===== src/rtl/riscV_unrn_pkg.sv =====
// Shared types and constants for the trap sequencer: FSM state encoding,
// synchronous exception cause codes and the machine-timer interrupt cause.
package riscV_unrn_pkg;

    typedef logic [1:0] trap_state_t;

    localparam trap_state_t ST_RUN   = 2'd0;
    localparam trap_state_t ST_TRAP  = 2'd1;
    localparam trap_state_t ST_MRET  = 2'd2;
    localparam trap_state_t ST_SLEEP = 2'd3;

    localparam logic [31:0] EXC_FETCH_MISAL = 32'd0;
    localparam logic [31:0] EXC_ILLEGAL     = 32'd2;
    localparam logic [31:0] EXC_EBREAK      = 32'd3;
    localparam logic [31:0] EXC_LOAD_MISAL  = 32'd4;
    localparam logic [31:0] EXC_STORE_MISAL = 32'd6;
    localparam logic [31:0] EXC_ECALL       = 32'd11;

    localparam logic [31:0] MCAUSE_MTIMER_INT = 32'h8000_0007;

    // Direct-mode trap vector: the low two mtvec bits carry the mode field.
    function automatic logic [31:0] align_vec(input logic [31:0] base);
        return {base[31:2], 2'b00};
    endfunction

endpackage


===== src/rtl/trap_sequencer_if.sv =====
// Execute-stage / CSR-unit bundle seen by the trap sequencer.
// The core side uses the master modport, the sequencer the slave modport.
interface trap_sequencer_if;
    logic        instr_valid_i;
    logic [31:0] pc_i;
    logic        exc_fetch_misal_i;
    logic        exc_illegal_i;
    logic        exc_ecall_i;
    logic        exc_ebreak_i;
    logic        exc_load_misal_i;
    logic        exc_store_misal_i;
    logic [31:0] fault_addr_i;
    logic [31:0] instr_bits_i;
    logic        mret_i;
    logic        wfi_i;
    logic        mtime_irq_i;
    logic [31:0] mtvec_i;
    logic [31:0] mepc_i;

    logic        jumpingToMtvec_o;
    logic [31:0] excCause_o;
    logic [31:0] trapInfo_o;
    logic [31:0] trap_pc_o;
    logic        mret_o;
    logic        redirect_o;
    logic [31:0] redirect_pc_o;
    logic        kill_o;
    logic        stall_o;

    modport master (
        output instr_valid_i, pc_i,
        output exc_fetch_misal_i, exc_illegal_i, exc_ecall_i,
        output exc_ebreak_i, exc_load_misal_i, exc_store_misal_i,
        output fault_addr_i, instr_bits_i, mret_i, wfi_i, mtime_irq_i,
        output mtvec_i, mepc_i,
        input  jumpingToMtvec_o, excCause_o, trapInfo_o, trap_pc_o,
        input  mret_o, redirect_o, redirect_pc_o, kill_o, stall_o
    );

    modport slave (
        input  instr_valid_i, pc_i,
        input  exc_fetch_misal_i, exc_illegal_i, exc_ecall_i,
        input  exc_ebreak_i, exc_load_misal_i, exc_store_misal_i,
        input  fault_addr_i, instr_bits_i, mret_i, wfi_i, mtime_irq_i,
        input  mtvec_i, mepc_i,
        output jumpingToMtvec_o, excCause_o, trapInfo_o, trap_pc_o,
        output mret_o, redirect_o, redirect_pc_o, kill_o, stall_o
    );
endinterface


===== src/rtl/trap_prio_enc.sv =====
// Combinational priority encoder for synchronous exceptions: picks the
// winning mcause and the matching mtval from the raw execute-stage flags.
import riscV_unrn_pkg::*;

module trap_prio_enc (
    input  logic        fetch_misal,
    input  logic        illegal,
    input  logic        ebreak,
    input  logic        ecall,
    input  logic        load_misal,
    input  logic        store_misal,
    input  logic [31:0] pc,
    input  logic [31:0] fault_addr,
    input  logic [31:0] instr_bits,
    output logic        any_sync,
    output logic [31:0] cause,
    output logic [31:0] info
);

    // Fixed priority chain, highest first; ecall reports no trap value.
    always_comb begin
        any_sync = 1'b1;
        cause    = 32'd0;
        info     = 32'd0;
        if (fetch_misal) begin
            cause = EXC_FETCH_MISAL;
            info  = fault_addr;
        end else if (illegal) begin
            cause = EXC_ILLEGAL;
            info  = instr_bits;
        end else if (ebreak) begin
            cause = EXC_EBREAK;
            info  = pc;
        end else if (ecall) begin
            cause = EXC_ECALL;
            info  = 32'd0;
        end else if (load_misal) begin
            cause = EXC_LOAD_MISAL;
            info  = fault_addr;
        end else if (store_misal) begin
            cause = EXC_STORE_MISAL;
            info  = fault_addr;
        end else begin
            any_sync = 1'b0;
        end
    end

endmodule


===== src/rtl/trap_sequencer.sv =====
// Machine-mode trap sequencer: exception/interrupt entry, MRET and WFI sleep.
// Define TRAP_WFI_EN to enable WFI and the SLEEP state; otherwise wfi_i is a NOP.
import riscV_unrn_pkg::*;

module trap_sequencer (
    input  logic             clk,
    input  logic             rst_n,
    trap_sequencer_if.slave  tif
);

    trap_state_t state_r;
    trap_state_t state_nxt_s;
    logic        ready_r;

    logic        any_sync_s;
    logic [31:0] prio_cause_s;
    logic [31:0] prio_info_s;
    logic        kill_s;

    logic [31:0] cause_nxt_s;
    logic [31:0] info_nxt_s;
    logic [31:0] tpc_nxt_s;

    logic        jump_r;
    logic        mret_r;
    logic        redirect_r;
    logic        stall_r;
    logic [31:0] cause_r;
    logic [31:0] info_r;
    logic [31:0] tpc_r;
    logic [31:0] rpc_r;

`ifdef TRAP_WFI_EN
    logic [31:0] wake_pc_r;
    logic [31:0] wake_pc_nxt_s;
`endif

    trap_prio_enc u_prio (
        .fetch_misal (tif.exc_fetch_misal_i),
        .illegal     (tif.exc_illegal_i),
        .ebreak      (tif.exc_ebreak_i),
        .ecall       (tif.exc_ecall_i),
        .load_misal  (tif.exc_load_misal_i),
        .store_misal (tif.exc_store_misal_i),
        .pc          (tif.pc_i),
        .fault_addr  (tif.fault_addr_i),
        .instr_bits  (tif.instr_bits_i),
        .any_sync    (any_sync_s),
        .cause       (prio_cause_s),
        .info        (prio_info_s)
    );

    // ready_r holds off trap entry until one edge after reset release.
    assign kill_s = ready_r && (state_r == ST_RUN) && tif.instr_valid_i &&
                    (any_sync_s || tif.mtime_irq_i);

    // Next-state and trap-payload selection.
    always_comb begin
        state_nxt_s = state_r;
        cause_nxt_s = 32'd0;
        info_nxt_s  = 32'd0;
        tpc_nxt_s   = 32'd0;
`ifdef TRAP_WFI_EN
        wake_pc_nxt_s = wake_pc_r;
`endif
        case (state_r)
            ST_RUN: begin
                if (ready_r && tif.instr_valid_i) begin
                    if (any_sync_s) begin
                        state_nxt_s = ST_TRAP;
                        cause_nxt_s = prio_cause_s;
                        info_nxt_s  = prio_info_s;
                        tpc_nxt_s   = tif.pc_i;
                    end else if (tif.mtime_irq_i) begin
                        state_nxt_s = ST_TRAP;
                        cause_nxt_s = MCAUSE_MTIMER_INT;
                        tpc_nxt_s   = tif.pc_i;
                    end else if (tif.mret_i) begin
                        state_nxt_s = ST_MRET;
`ifdef TRAP_WFI_EN
                    end else if (tif.wfi_i) begin
                        state_nxt_s   = ST_SLEEP;
                        wake_pc_nxt_s = tif.pc_i + 32'd4;
`endif
                    end else begin
                        state_nxt_s = ST_RUN;
                    end
                end else begin
                    state_nxt_s = ST_RUN;
                end
            end
            ST_TRAP: state_nxt_s = ST_RUN;
            ST_MRET: state_nxt_s = ST_RUN;
`ifdef TRAP_WFI_EN
            ST_SLEEP: begin
                if (tif.mtime_irq_i) begin
                    state_nxt_s = ST_TRAP;
                    cause_nxt_s = MCAUSE_MTIMER_INT;
                    tpc_nxt_s   = wake_pc_r;
                end else begin
                    state_nxt_s = ST_SLEEP;
                end
            end
`endif
            default: state_nxt_s = ST_RUN;
        endcase
    end

    // State and output registers; outputs are decoded from the next state so
    // each strobe lines up with the cycle spent in TRAP or MRET.
    always_ff @(posedge clk or negedge rst_n) begin
        if (!rst_n) begin
            state_r    <= ST_RUN;
            ready_r    <= 1'b0;
            jump_r     <= 1'b0;
            mret_r     <= 1'b0;
            redirect_r <= 1'b0;
            stall_r    <= 1'b0;
            cause_r    <= 32'd0;
            info_r     <= 32'd0;
            tpc_r      <= 32'd0;
            rpc_r      <= 32'd0;
        end else begin
            state_r    <= state_nxt_s;
            ready_r    <= 1'b1;
            jump_r     <= (state_nxt_s == ST_TRAP);
            mret_r     <= (state_nxt_s == ST_MRET);
            redirect_r <= (state_nxt_s == ST_TRAP) || (state_nxt_s == ST_MRET);
            stall_r    <= (state_nxt_s != ST_RUN);
            if (state_nxt_s == ST_TRAP) begin
                cause_r <= cause_nxt_s;
                info_r  <= info_nxt_s;
                tpc_r   <= tpc_nxt_s;
                rpc_r   <= align_vec(tif.mtvec_i);
            end else if (state_nxt_s == ST_MRET) begin
                cause_r <= 32'd0;
                info_r  <= 32'd0;
                tpc_r   <= 32'd0;
                rpc_r   <= tif.mepc_i;
            end else begin
                cause_r <= 32'd0;
                info_r  <= 32'd0;
                tpc_r   <= 32'd0;
                rpc_r   <= 32'd0;
            end
        end
    end

`ifdef TRAP_WFI_EN
    // Return address captured when WFI retires.
    always_ff @(posedge clk or negedge rst_n) begin
        if (!rst_n) begin
            wake_pc_r <= 32'd0;
        end else begin
            wake_pc_r <= wake_pc_nxt_s;
        end
    end
`endif

    assign tif.jumpingToMtvec_o = jump_r;
    assign tif.excCause_o       = cause_r;
    assign tif.trapInfo_o       = info_r;
    assign tif.trap_pc_o        = tpc_r;
    assign tif.mret_o           = mret_r;
    assign tif.redirect_o       = redirect_r;
    assign tif.redirect_pc_o    = rpc_r;
    assign tif.kill_o           = kill_s;
    assign tif.stall_o          = stall_r;

endmodule


===== src/flat_wrapper.sv =====
// flat-port wrapper written by rule: the top's interface ports become plain ports
module trap_sequencer_flat 
  (clk, rst_n, tif_instr_valid_i, tif_pc_i, tif_exc_fetch_misal_i, tif_exc_illegal_i, tif_exc_ecall_i, tif_exc_ebreak_i, tif_exc_load_misal_i, tif_exc_store_misal_i, tif_fault_addr_i, tif_instr_bits_i, tif_mret_i, tif_wfi_i, tif_mtime_irq_i, tif_mtvec_i, tif_mepc_i, tif_jumpingToMtvec_o, tif_excCause_o, tif_trapInfo_o, tif_trap_pc_o, tif_mret_o, tif_redirect_o, tif_redirect_pc_o, tif_kill_o, tif_stall_o);
  trap_sequencer_if tif_i ();
  input  logic clk;
  input  logic rst_n;
  input wire logic [$bits(tif_i.instr_valid_i)-1:0] tif_instr_valid_i;
  input wire logic [$bits(tif_i.pc_i)-1:0] tif_pc_i;
  input wire logic [$bits(tif_i.exc_fetch_misal_i)-1:0] tif_exc_fetch_misal_i;
  input wire logic [$bits(tif_i.exc_illegal_i)-1:0] tif_exc_illegal_i;
  input wire logic [$bits(tif_i.exc_ecall_i)-1:0] tif_exc_ecall_i;
  input wire logic [$bits(tif_i.exc_ebreak_i)-1:0] tif_exc_ebreak_i;
  input wire logic [$bits(tif_i.exc_load_misal_i)-1:0] tif_exc_load_misal_i;
  input wire logic [$bits(tif_i.exc_store_misal_i)-1:0] tif_exc_store_misal_i;
  input wire logic [$bits(tif_i.fault_addr_i)-1:0] tif_fault_addr_i;
  input wire logic [$bits(tif_i.instr_bits_i)-1:0] tif_instr_bits_i;
  input wire logic [$bits(tif_i.mret_i)-1:0] tif_mret_i;
  input wire logic [$bits(tif_i.wfi_i)-1:0] tif_wfi_i;
  input wire logic [$bits(tif_i.mtime_irq_i)-1:0] tif_mtime_irq_i;
  input wire logic [$bits(tif_i.mtvec_i)-1:0] tif_mtvec_i;
  input wire logic [$bits(tif_i.mepc_i)-1:0] tif_mepc_i;
  output wire logic [$bits(tif_i.jumpingToMtvec_o)-1:0] tif_jumpingToMtvec_o;
  output wire logic [$bits(tif_i.excCause_o)-1:0] tif_excCause_o;
  output wire logic [$bits(tif_i.trapInfo_o)-1:0] tif_trapInfo_o;
  output wire logic [$bits(tif_i.trap_pc_o)-1:0] tif_trap_pc_o;
  output wire logic [$bits(tif_i.mret_o)-1:0] tif_mret_o;
  output wire logic [$bits(tif_i.redirect_o)-1:0] tif_redirect_o;
  output wire logic [$bits(tif_i.redirect_pc_o)-1:0] tif_redirect_pc_o;
  output wire logic [$bits(tif_i.kill_o)-1:0] tif_kill_o;
  output wire logic [$bits(tif_i.stall_o)-1:0] tif_stall_o;
  assign tif_i.instr_valid_i = tif_instr_valid_i;
  assign tif_i.pc_i = tif_pc_i;
  assign tif_i.exc_fetch_misal_i = tif_exc_fetch_misal_i;
  assign tif_i.exc_illegal_i = tif_exc_illegal_i;
  assign tif_i.exc_ecall_i = tif_exc_ecall_i;
  assign tif_i.exc_ebreak_i = tif_exc_ebreak_i;
  assign tif_i.exc_load_misal_i = tif_exc_load_misal_i;
  assign tif_i.exc_store_misal_i = tif_exc_store_misal_i;
  assign tif_i.fault_addr_i = tif_fault_addr_i;
  assign tif_i.instr_bits_i = tif_instr_bits_i;
  assign tif_i.mret_i = tif_mret_i;
  assign tif_i.wfi_i = tif_wfi_i;
  assign tif_i.mtime_irq_i = tif_mtime_irq_i;
  assign tif_i.mtvec_i = tif_mtvec_i;
  assign tif_i.mepc_i = tif_mepc_i;
  assign tif_jumpingToMtvec_o = tif_i.jumpingToMtvec_o;
  assign tif_excCause_o = tif_i.excCause_o;
  assign tif_trapInfo_o = tif_i.trapInfo_o;
  assign tif_trap_pc_o = tif_i.trap_pc_o;
  assign tif_mret_o = tif_i.mret_o;
  assign tif_redirect_o = tif_i.redirect_o;
  assign tif_redirect_pc_o = tif_i.redirect_pc_o;
  assign tif_kill_o = tif_i.kill_o;
  assign tif_stall_o = tif_i.stall_o;
  trap_sequencer u_core (.clk(clk), .rst_n(rst_n), .tif(tif_i));
endmodule

===== config.mk =====
export PLATFORM = sky130hd
export DESIGN_NAME = trap_sequencer_flat
export DESIGN_NICKNAME = d
export VERILOG_FILES = /design/src/rtl/riscV_unrn_pkg.sv /design/src/rtl/trap_sequencer_if.sv /design/src/rtl/trap_prio_enc.sv /design/src/rtl/trap_sequencer.sv /design/src/flat_wrapper.sv
export SDC_FILE = /design/constraint.sdc
export NUM_CORES = 1
export LEC_CHECK = 0
export ABC_CLOCK_PERIOD_IN_PS = 2080
export CORE_MARGIN = 2
export CORE_UTILIZATION = 37
export CTS_BUF_LIST = sky130_fd_sc_hd__clkbuf_4 sky130_fd_sc_hd__clkbuf_8
export DETAILED_ROUTE_END_ITERATION = 12
export GPL_TIMING_DRIVEN = 0
export PLACE_DENSITY = 0.82
export SLEW_MARGIN = 20
export SYNTH_ARGS = -nofsm -noshare
export SYNTH_HDL_FRONTEND = slang
export SYNTH_HIERARCHICAL = 1
export SYNTH_SLANG_ARGS = --single-unit
export TNS_END_PERCENT = 10

===== constraint.sdc =====
create_clock -name clk -period 2.08 [get_ports clk]
set_input_delay 0.312 -clock clk [delete_from_list [all_inputs] [get_ports clk]]
set_output_delay 0.312 -clock clk [all_outputs]
set_load 0.03 [all_outputs]

Word-level counts from Yosys, hierarchy flattened. Cells that the tools add are included.

Bits in registers: 135. Input port bits: 172. Output and inout port bits: 133. Logic and storage cells: 59.

Eq/ne operators: 2. Multiplexer cells: 39. Reduce and logical (&&, ||, !) cells: 8.

Operators by type and width (number): $mux W32 (22); $mux W4 (4); $mux W2 (5); $mux W1 (6); $mux W3 (2); $logic_and A1 B1 Y1 (4); $eq A2 B1 Y1 const B (1); $eq A2 B2 Y1 const B (1); $logic_not A2 Y1 (1); $logic_or A1 B1 Y1 (2); $reduce_bool A2 Y1 (1).

Logic depth before layout (Yosys ltp). Gate-level depths: netlist of the first run.

Depth after elaboration: 12. Gate-level depth with buffers: 14. Mapped depth without buffers: 8.

By module. Netlist of the first run, hierarchy kept.

Modules (own cells, without submodules): trap_sequencer (times used 1, cells an instance 436, area an instance 4983.5 µm², sequential area each 3378.2 µm²); trap_prio_enc (times used 1, cells an instance 121, area an instance 904.6 µm², sequential area each 0.0 µm²).

Least setup slack after synthesis of the first run. Ideal clock, no wire load.

Kind: input-to-reg. From: input port tif_exc_illegal_i. To: register u_core.info_r[29] (netlist: u_core/tif.trapInfo_o[29]). Library setup time: 0.134 ns. Data arrival time: 2.424 ns. Required time: 1.946 ns. Slack: -0.478 ns. Stages: 13. Buffers on the path: 5. Path through: buf_6 > or3_4 > nor2_1 > nand2_1 > buf_4 > nor2_4 > clkbuf_1 > nor2_1 > ha_1 > buf_2 > nand2_1 > clkbuf_1 > nor3_1.

Longest elaborated chain between the ends: 7. Elaborated cells on any way between the ends: 12. Those cells by class: eq/ne: 1; mux: 11.

Ends and longest elaborated chain: start: declaration (RTL line flat_wrapper.sv:10) `input wire logic [$bits(tif_i.exc_illegal_i)-1:0] tif_exc_illegal_i;`; $mux W1 (RTL line trap_prio_enc.sv:28) `end else if (illegal) begin`; $mux W1 (RTL line trap_prio_enc.sv:25) `if (fetch_misal) begin`; named net u_core.any_sync_s (RTL line trap_sequencer.sv:15) `logic any_sync_s;`; $mux W2 (RTL line trap_sequencer.sv:69) `if (any_sync_s) begin`; $mux W2 (RTL line trap_sequencer.sv:68) `if (ready_r && tif.instr_valid_i) begin`; $mux W2 (RTL line trap_sequencer.sv:66) `case (state_r)`; named net u_core.state_nxt_s[0] (RTL line trap_sequencer.sv:12) `trap_state_t state_nxt_s;`; $eq A2 B1 Y1 (RTL line trap_sequencer.sv:130) `if (state_nxt_s == ST_TRAP) begin`; $mux W32 (RTL line trap_sequencer.sv:130); end signal: assignment (RTL line trap_sequencer.sv:132) `info_r <= info_nxt_s;`; end: declaration (RTL line trap_sequencer.sv:29) `logic [31:0] info_r;`.

The timed path passes the listed nets, and every way through them passes these cells.

Final worst setup path of the first run.
From: input port tif_exc_ecall_i. To: register u_core.tpc_r[2] (netlist: u_core/tif.trap_pc_o[2]).

Longest elaborated chain between the ends: 9. Elaborated cells on any way between the ends: 12. Those cells by class: eq/ne: 1; mux: 11.

Ends and longest elaborated chain: start: declaration (RTL line flat_wrapper.sv:11) `input wire logic [$bits(tif_i.exc_ecall_i)-1:0] tif_exc_ecall_i;`; $mux W1 * (RTL line trap_prio_enc.sv:34) `end else if (ecall) begin`; $mux W1 * (RTL line trap_prio_enc.sv:31) `end else if (ebreak) begin`; $mux W1 * (RTL line trap_prio_enc.sv:28); $mux W1 * (RTL line trap_prio_enc.sv:25); named net u_core.any_sync_s (RTL line trap_sequencer.sv:15); $mux W2 (RTL line trap_sequencer.sv:69); $mux W2 (RTL line trap_sequencer.sv:68); $mux W2 (RTL line trap_sequencer.sv:66); $eq A2 B1 Y1 (RTL line trap_sequencer.sv:130); $mux W32 * (RTL line trap_sequencer.sv:130); end signal: assignment (RTL line trap_sequencer.sv:133) `tpc_r <= tpc_nxt_s;`; end: declaration (RTL line trap_sequencer.sv:30) `logic [31:0] tpc_r;`.

The timed path passes the listed nets; every way through them passes the cells marked *.

==> results by group, run 1 <==
Floorplan
  • Die H: 130 µm
  • Row count: 46
  • Die W: 130 µm
  • Io pins: 305
  • Initial Util: 0.375
  • Core ar.: 15700 µm²
  • Die area: 16900 µm²

Routing
  • Metal-1 WL: 7.71 mm
  • Routed wire length per instance: 17.8 µm
  • DR WL met2: 10.4 mm
  • Routed wire length: 20.5 mm
  • Vias: 5434
  • Iteration-0 DRC Markers: 268
  • Met3 WL post-DR: 1.61 mm
  • Drt first pass iters: 4
  • DRT antenna net count: 0
  • DRC viols: 0
  • Top Layer Used: met5
  • Number of vias per cell: 4.73

Place
  • PortBufs: 300
  • Place WS: -1370 ps
  • Hpwl dp: 14.9 mm
  • Placer congestion estimate: 0.792

Power and ir drop
  • Logic gate share of total power: 0.188
  • Seq pwr share: 0.447
  • Worst VDD drop: 0.000343 V
  • Switch Pwr: 1.58 mW
  • Cell Pwr Density: 582 nW/µm²
  • Switching Share: 0.263
  • Tot Pwr: 6.01 mW
  • Int Power: 4.43 mW
  • Lkg Pwr: 4.43 nW
  • Part of the power in the clock network: 0.364

Min path
  • Hold Path Class: in2reg

STA
  • Fmax: 458 MHz
  • Clock skew: 7.47 ps
  • Tcrit/Tclk final: 1.05
  • Setup ws final: -104 ps
  • Max Slew Vio Count: 0
  • Actual slew at the worst max-slew pin: 773 ps
  • Minimum clock period: 2180 ps
  • RSZ-0062 raised after global routing: yes
  • Final Setup Violations: 42
  • Final hold vios: 0
  • Slew margin rel.: 0.485

Synth
  • Synth Warn #: 6
  • Syn Inst Count: 557
  • Syn avg cell area: 10.6 µm²
  • FF+latch count, synth: 135
  • Post-Syn Area: 5890 µm²
  • Synth cell types: 29
  • Seq/Total Area, Yosys: 0.574

Final layout
  • Share of cells above drive strength 1: 0.184
  • Post-layout util: 0.657
  • Area growth from synthesis to layout: 75.3%
  • Layout Nets: 1097

CTS
  • Clock Path Buffers: 2
  • CTS tree: built
  • CTS Sinks: 135
  • CTS root buffer: clkbuf_8
  • CTS H-Tree Depth: 4
  • CTS buffer count: 17
  • CTS clk-pin slew, worst paths: 70 ps
  • Skew-Pair Late Insertion Delay: 440 ps

Flow run
  • Maxcap violations: 0

Global routing
  • First-pass GRT wire length: 29.8 mm
  • Vias in the first global route: 5378
  • GR Util All Layers: 0.237
  • Largest net degree at the start of global routing: 74
  • Initial antenna violation count: 2
  • Gr ovfl total: 0

Setup path
  • Critical path fanouts, max: 8
  • Crit Path Category: in2reg
  • Critical Path AT: 2470 ps
  • Crit. End Element: flip-flop
  • Setup crit start kind: input pin
  • Critical Path RT: 2370 ps

Run status
  • Outcome: complete, but fails checks
  • Failing checks: setup timing
-- layout by cell type (no fill, tap or decap), drive strengths merged, types with 5 or more instances in the layout --
cell           instances
o2bb2ai               32
buf                   68
o21ai                 30
conb                  29
nor2                   7
clkbuf                49
nand2                 62
a22oi                 32
clkinv                 5
nor4bb                18
dfrtp                135
inv                   63
and4bb                14
nor3                  62
clkdlybuf4s50        295
-- synthesized netlist by cell type (all sizes together) --
master | number | area (µm²)
nor4b | 2 | 17.5
inv | 62 | 233
or3 | 1 | 11.3
and4bb | 14 | 175
nor3 | 62 | 310
conb | 2 | 7.51
nor4bb | 18 | 180
o2bb2ai | 32 | 280
nor2 | 7 | 33.8
a22oi | 32 | 240
or2 | 1 | 6.26
mux2i | 4 | 40.0
nor3b | 4 | 30.0
buf | 44 | 312
nor2b | 1 | 6.26
nand2 | 62 | 233
nand4bb | 1 | 11.3
ha | 4 | 50.1
o21bai | 1 | 18.8
or4b | 1 | 13.8
and3b | 2 | 17.5
a21oi | 1 | 5.00
o21ai | 30 | 150
dfrtp | 135 | 3380
clkbuf | 34 | 128
-- cell families (layout without fill, tap and decap cells) --
family,after synthesis,in the layout,synth area share
flops,135,135,0.574
fa+ha+maj,4,4,0.00850
mux,4,4,0.00680
buf+inv,140,489,0.114
other cells,2,30,0.00128
compound gates,96,96,0.118
simple gates,176,176,0.178
-- final cells by class --
cell class,instances,area [µm²]
Clock inverter,11,124
Buffer,75,589
Clock buffer,20,275
Antenna cell,1,2.50
Sequential cell,135,3380
Multi-Input combinational cell,309,2210
Fill cell,1202,5390
Tap cell,216,270
Inverter,62,233
Timing Repair Buffer,321,3240
-- registers in the layout, summed over array words and instances, names as in the netlist --
| name | flops |
|---|---|
| u_core/tif.stall_o | 1 |
| u_core/tif.redirect_o | 1 |
| u_core/tif.jumpingToMtvec_o | 1 |
| u_core/tif.excCause_o | 32 |
| u_core/tif.redirect_pc_o | 32 |
| u_core/tif.mret_o | 1 |
| u_core/tif.trapInfo_o | 32 |
| u_core/ready_r | 1 |
| u_core/state_r | 2 |
| u_core/tif.trap_pc_o | 32 |
-- power by group through the flow --
stage	combinational [mW]	sequential, mW	clock (mW)
CTS	1.12	2.69	2.25
global route	1.21	2.69	2.36
global placement	1.02	2.74	0
finish	1.13	2.69	2.19
floorplan	0.343	2.84	0
detailed placement	1.04	2.74	0
-- critical path, stage by stage --
cell and delay (ps):
clkdlybuf4s15_2 190, or3_4 390, nor2_2 100, nand2_1 70
buf_6 130, or4b_4 500, ha_4 200, buf_12 130
clkbuf_16 150, buf_8 130, nor4bb_2 160
-- layer usage --
layer / vias up / global-route usage
met1: 2587 / 0.266
met3: 49 / 0.0857
met2: 226 / 0.411
li1: 2570 / -
met5: - / 0
met4: 2 / 0.0917
-- through the flow --
| stage | instances | hold WS [ps] | area, µm² | setup TNS, ps |
|---|---|---|---|---|
| 5_1_grt | 1150 | 321 | 10300 | -3390 |
| 2_1_floorplan | 584 | 16.4 | 6120 | -26160 |
| 3_3_place_gp | 1100 | 825 | 9390 | -738380 |
| 4_1_cts | 1148 | 311 | 10200 | -1130 |
| 3_5_place_dp | 1101 | 281 | 9420 | -117520 |
| 6_report | 1150 | 343 | 10300 | -1850 |
-- worst paths after layout --
kind                                    from  depth (start not counted)  slack [ps]                            to
hold reg to reg            u_core/state_r[1]                          3         870             u_core/state_r[0]
min in group asynchronous              rst_n                          2         390  u_core/tif.redirect_pc_o[20]
hold / removal              tif_exc_ebreak_i                          4         340      u_core/tif.excCause_o[3]
max in group asynchronous              rst_n                          3         980      u_core/tif.trap_pc_o[20]
setup / recovery             tif_exc_ecall_i                         11        -100       u_core/tif.trap_pc_o[2]
setup reg to reg           u_core/state_r[0]                          7         -70       u_core/tif.trap_pc_o[2]
-- repair_timing --
item                                    4_1_cts  5_1_grt
pin swaps                                    11        6
hold endpoints to repair                     62        0
gates cloned                                  1        0
buffers inserted                             16        2
resized for setup                           100       27
endpoints found under the setup margin      105      102
hold buffers                                  1        0
(Power assumes the default switching activity.)
==> run 2, diff against run 1 <==
- PLACE_DENSITY: 0.82 -> 0.79
==> run 2 against run 1 <==
Effect of this change:
- hold slack got worse by 130 ps
- clock power is 2% higher
- the flow still finishes with violations (setup timing)
- non-clock buffer count decreased by 1
- clock-buffer cell count up 2
- sequential power hardly changed
- utilization fell by 0.22 points
- largest power group unchanged
- global-route usage up 0.12 points
- highest routed layer is now met4
==> results by group, run 2 (synthesis results as in run 1) <==
Run status
  • Outcome: complete, but fails checks
  • Failing checks: setup timing

Floorplan
  • Die W: 130 µm (unchanged)
  • Die area: 16900 µm² (unchanged)
  • Die H: 130 µm (unchanged)
  • Io pins: 305 (unchanged)
  • Initial Util: 0.375 (unchanged)
  • Row count: 46 (unchanged)
  • Core ar.: 15700 µm² (unchanged)

Power and ir drop
  • Lkg Pwr: 4.45 nW (+0.26%)
  • Tot Pwr: 6.05 mW (+0.82%)
  • Cell Pwr Density: 589 nW/µm² (+1.2%)
  • Worst VDD drop: 0.000311 V (-9.4%)

CTS
  • CTS root buffer: clkbuf_8
  • Skew-Pair Late Insertion Delay: 430 ps (about the same)
  • CTS clk-pin slew, worst paths: 70 ps (about the same)
  • Clock Path Buffers: 2 (unchanged)
  • CTS buffer count: 17 (unchanged)
  • CTS tree: built
  • CTS Sinks: 135 (unchanged)
  • CTS H-Tree Depth: 4 (unchanged)

Global routing
  • GRT Max-Usage Layer: met2
  • Gr ovfl total: 0 (unchanged)
  • Vias in the first global route: 5450 (+1.3%)
  • Met1 usage: 0.280 (+0.0140)
  • Grt met3 use: 0.0775 (-0.00820)
  • GRT met2 Usage: 0.409 (-0.00185)
  • GR Util All Layers: 0.238 (+0.00122)
  • First-pass GRT wire length: 30.2 mm (+1.2%)
  • Initial antenna violation count: 0 (-2)
  • Largest net degree at the start of global routing: 75 (+1.4%)

Place
  • Hpwl dp: 14.8 mm (-0.63%)
  • Placer congestion estimate: 0.759 (-4.2%)
  • Dpl cell area: 9420 µm² (unchanged)
  • Place WS: -1300 ps (+73.0 ps)
  • PortBufs: 300 (unchanged)

Routing
  • Routed wire length: 20.3 mm (-0.65%)
  • Vias: 5456 (+0.40%)
  • Routed wire length per instance: 17.7 µm (-0.56%)
  • DRC viols: 0 (unchanged)
  • Drt first pass iters: 5 (+1)
  • Iteration-0 DRC Markers: 326 (+22%)
  • Number of vias per cell: 4.75 (+0.49%)
  • DRT antenna net count: 0 (unchanged)

Final layout
  • Share of cells above drive strength 1: 0.189 (+0.00449)
  • Finished Cell Area: 10300 µm² (-0.34%)
  • Fillers: 1252 (+4.2%)
  • Post-layout util: 0.655 (-0.00223)
  • Commonest non-fill, non-tap cell in the layout: clkdlybuf4s50_1
  • Layout Nets: 1096 (-0.091%)
  • Most frequent cells in the layout: clkdlybuf4s50_1, dfrtp_1, inv_1
  • Area growth from synthesis to layout: 74.7%

Setup path
  • Setup crit start kind: input pin
  • Critical Path RT: 2380 ps (about the same)
  • Crit. End Element: flip-flop
  • R2r worst-path depth: 7 (unchanged)
  • Crit Path Category: in2reg
  • Critical Path AT: 2390 ps (-80 ps)
  • Critical path fanouts, max: 7 (-1)

Min path
  • Hold depth: 4 (unchanged)
  • Hold Path Class: in2reg

STA
  • Max Slew Vio Count: 0 (unchanged)
  • Actual slew at the worst max-slew pin: 681 ps (-92.1 ps)
  • Final hold vios: 0 (unchanged)
  • Setup ws final: -16.5 ps (+87.9 ps)
  • Minimum clock period: 2100 ps (-87.9 ps)
  • Slew margin rel.: 0.546 (+0.0614)
  • Clock skew: 5.44 ps (-2.03 ps)
  • Tcrit/Tclk final: 1.01 (-0.0422)
  • Final Setup Violations: 4 (-90%)
  • RSZ-0062 raised after global routing: yes
  • Fmax: 477 MHz (+4.2%)

Flow run
  • Maxcap violations: 0 (unchanged)
-- run 2: layer usage --
metal | share of wire | up-vias
li1 | - | 2573
met1 | 0.38 | 2621
met2 | 0.51 | 230
met3 | 0.089 | 32
met4 | 0.019 | 0
met5 | 0 | -
-- run 2: final timing paths --
check / slack [ps] / startpoint / to
min in group asynchronous: 420 / rst_n / u_core/tif.trap_pc_o[6]
max: -20 / tif_exc_load_misal_i / u_core/tif.trap_pc_o[6]
min: 210 / tif_exc_ebreak_i / u_core/tif.excCause_o[3]
max in group asynchronous: 940 / rst_n / u_core/tif.excCause_o[18]
max reg2reg: 0 / u_core/state_r[0] / u_core/tif.trap_pc_o[6]
min reg2reg: 800 / u_core/state_r[1] / u_core/tif.redirect_o
-- run 2: power by group --
part           leakage (nW)  total [mW]  internal (mW)  switching (mW)
Combinational          2.37        1.12          0.597           0.526
Sequential             1.86        2.69           2.67          0.0140
Clock                 0.210        2.24           1.26           0.986
Total                  4.45        6.05           4.53            1.53
-- run 2: per-stage QoR --
| stage | TNS [ps] | hold WS, ps | instances |
|---|---|---|---|
| finish | -34.1 | 213 | 1149 |
| floorplan | -26160 | 16.4 | 584 |
| CTS | -640 | 254 | 1146 |
| global route | -983 | 188 | 1148 |
| detailed placement | -116840 | 286 | 1101 |
| global placement | -749560 | 839 | 1100 |
-- run 2: critical path, stage by stage --
cell and delay, ps:
clkdlybuf4s50_1 460, nor2_4 170, nand2_1 80, buf_6 130, or4b_4 500, ha_4 190
buf_6 120, clkbuf_16 150, buf_8 130, nor4bb_1 140
-- run 2: what timing repair did --
action / 4_1_cts / 5_1_grt
pin swaps: 12 / 7
hold endpoints to repair: 61 / 0
setup endpoints to repair: 106 / 101
cloned: 1 / 0
resized for setup: 113 / 25
buffers inserted: 14 / 4
hold buffers: 1 / 0
-- run 2: final cells by class --
type | instances | area (µm²) | share of cell area
diodes | 1 | 2.50 | 0.000243
plain buffers | 74 | 592 | 0.0575
clock buffers | 22 | 278 | 0.0270
clock inverters | 9 | 126 | 0.0123
inverters | 62 | 233 | 0.0226
multi-input cells | 309 | 2190 | 0.213
flip-flops and latches | 135 | 3380 | 0.328
well taps | 216 | 270 | 0.0263
repair buffers | 321 | 3210 | 0.312
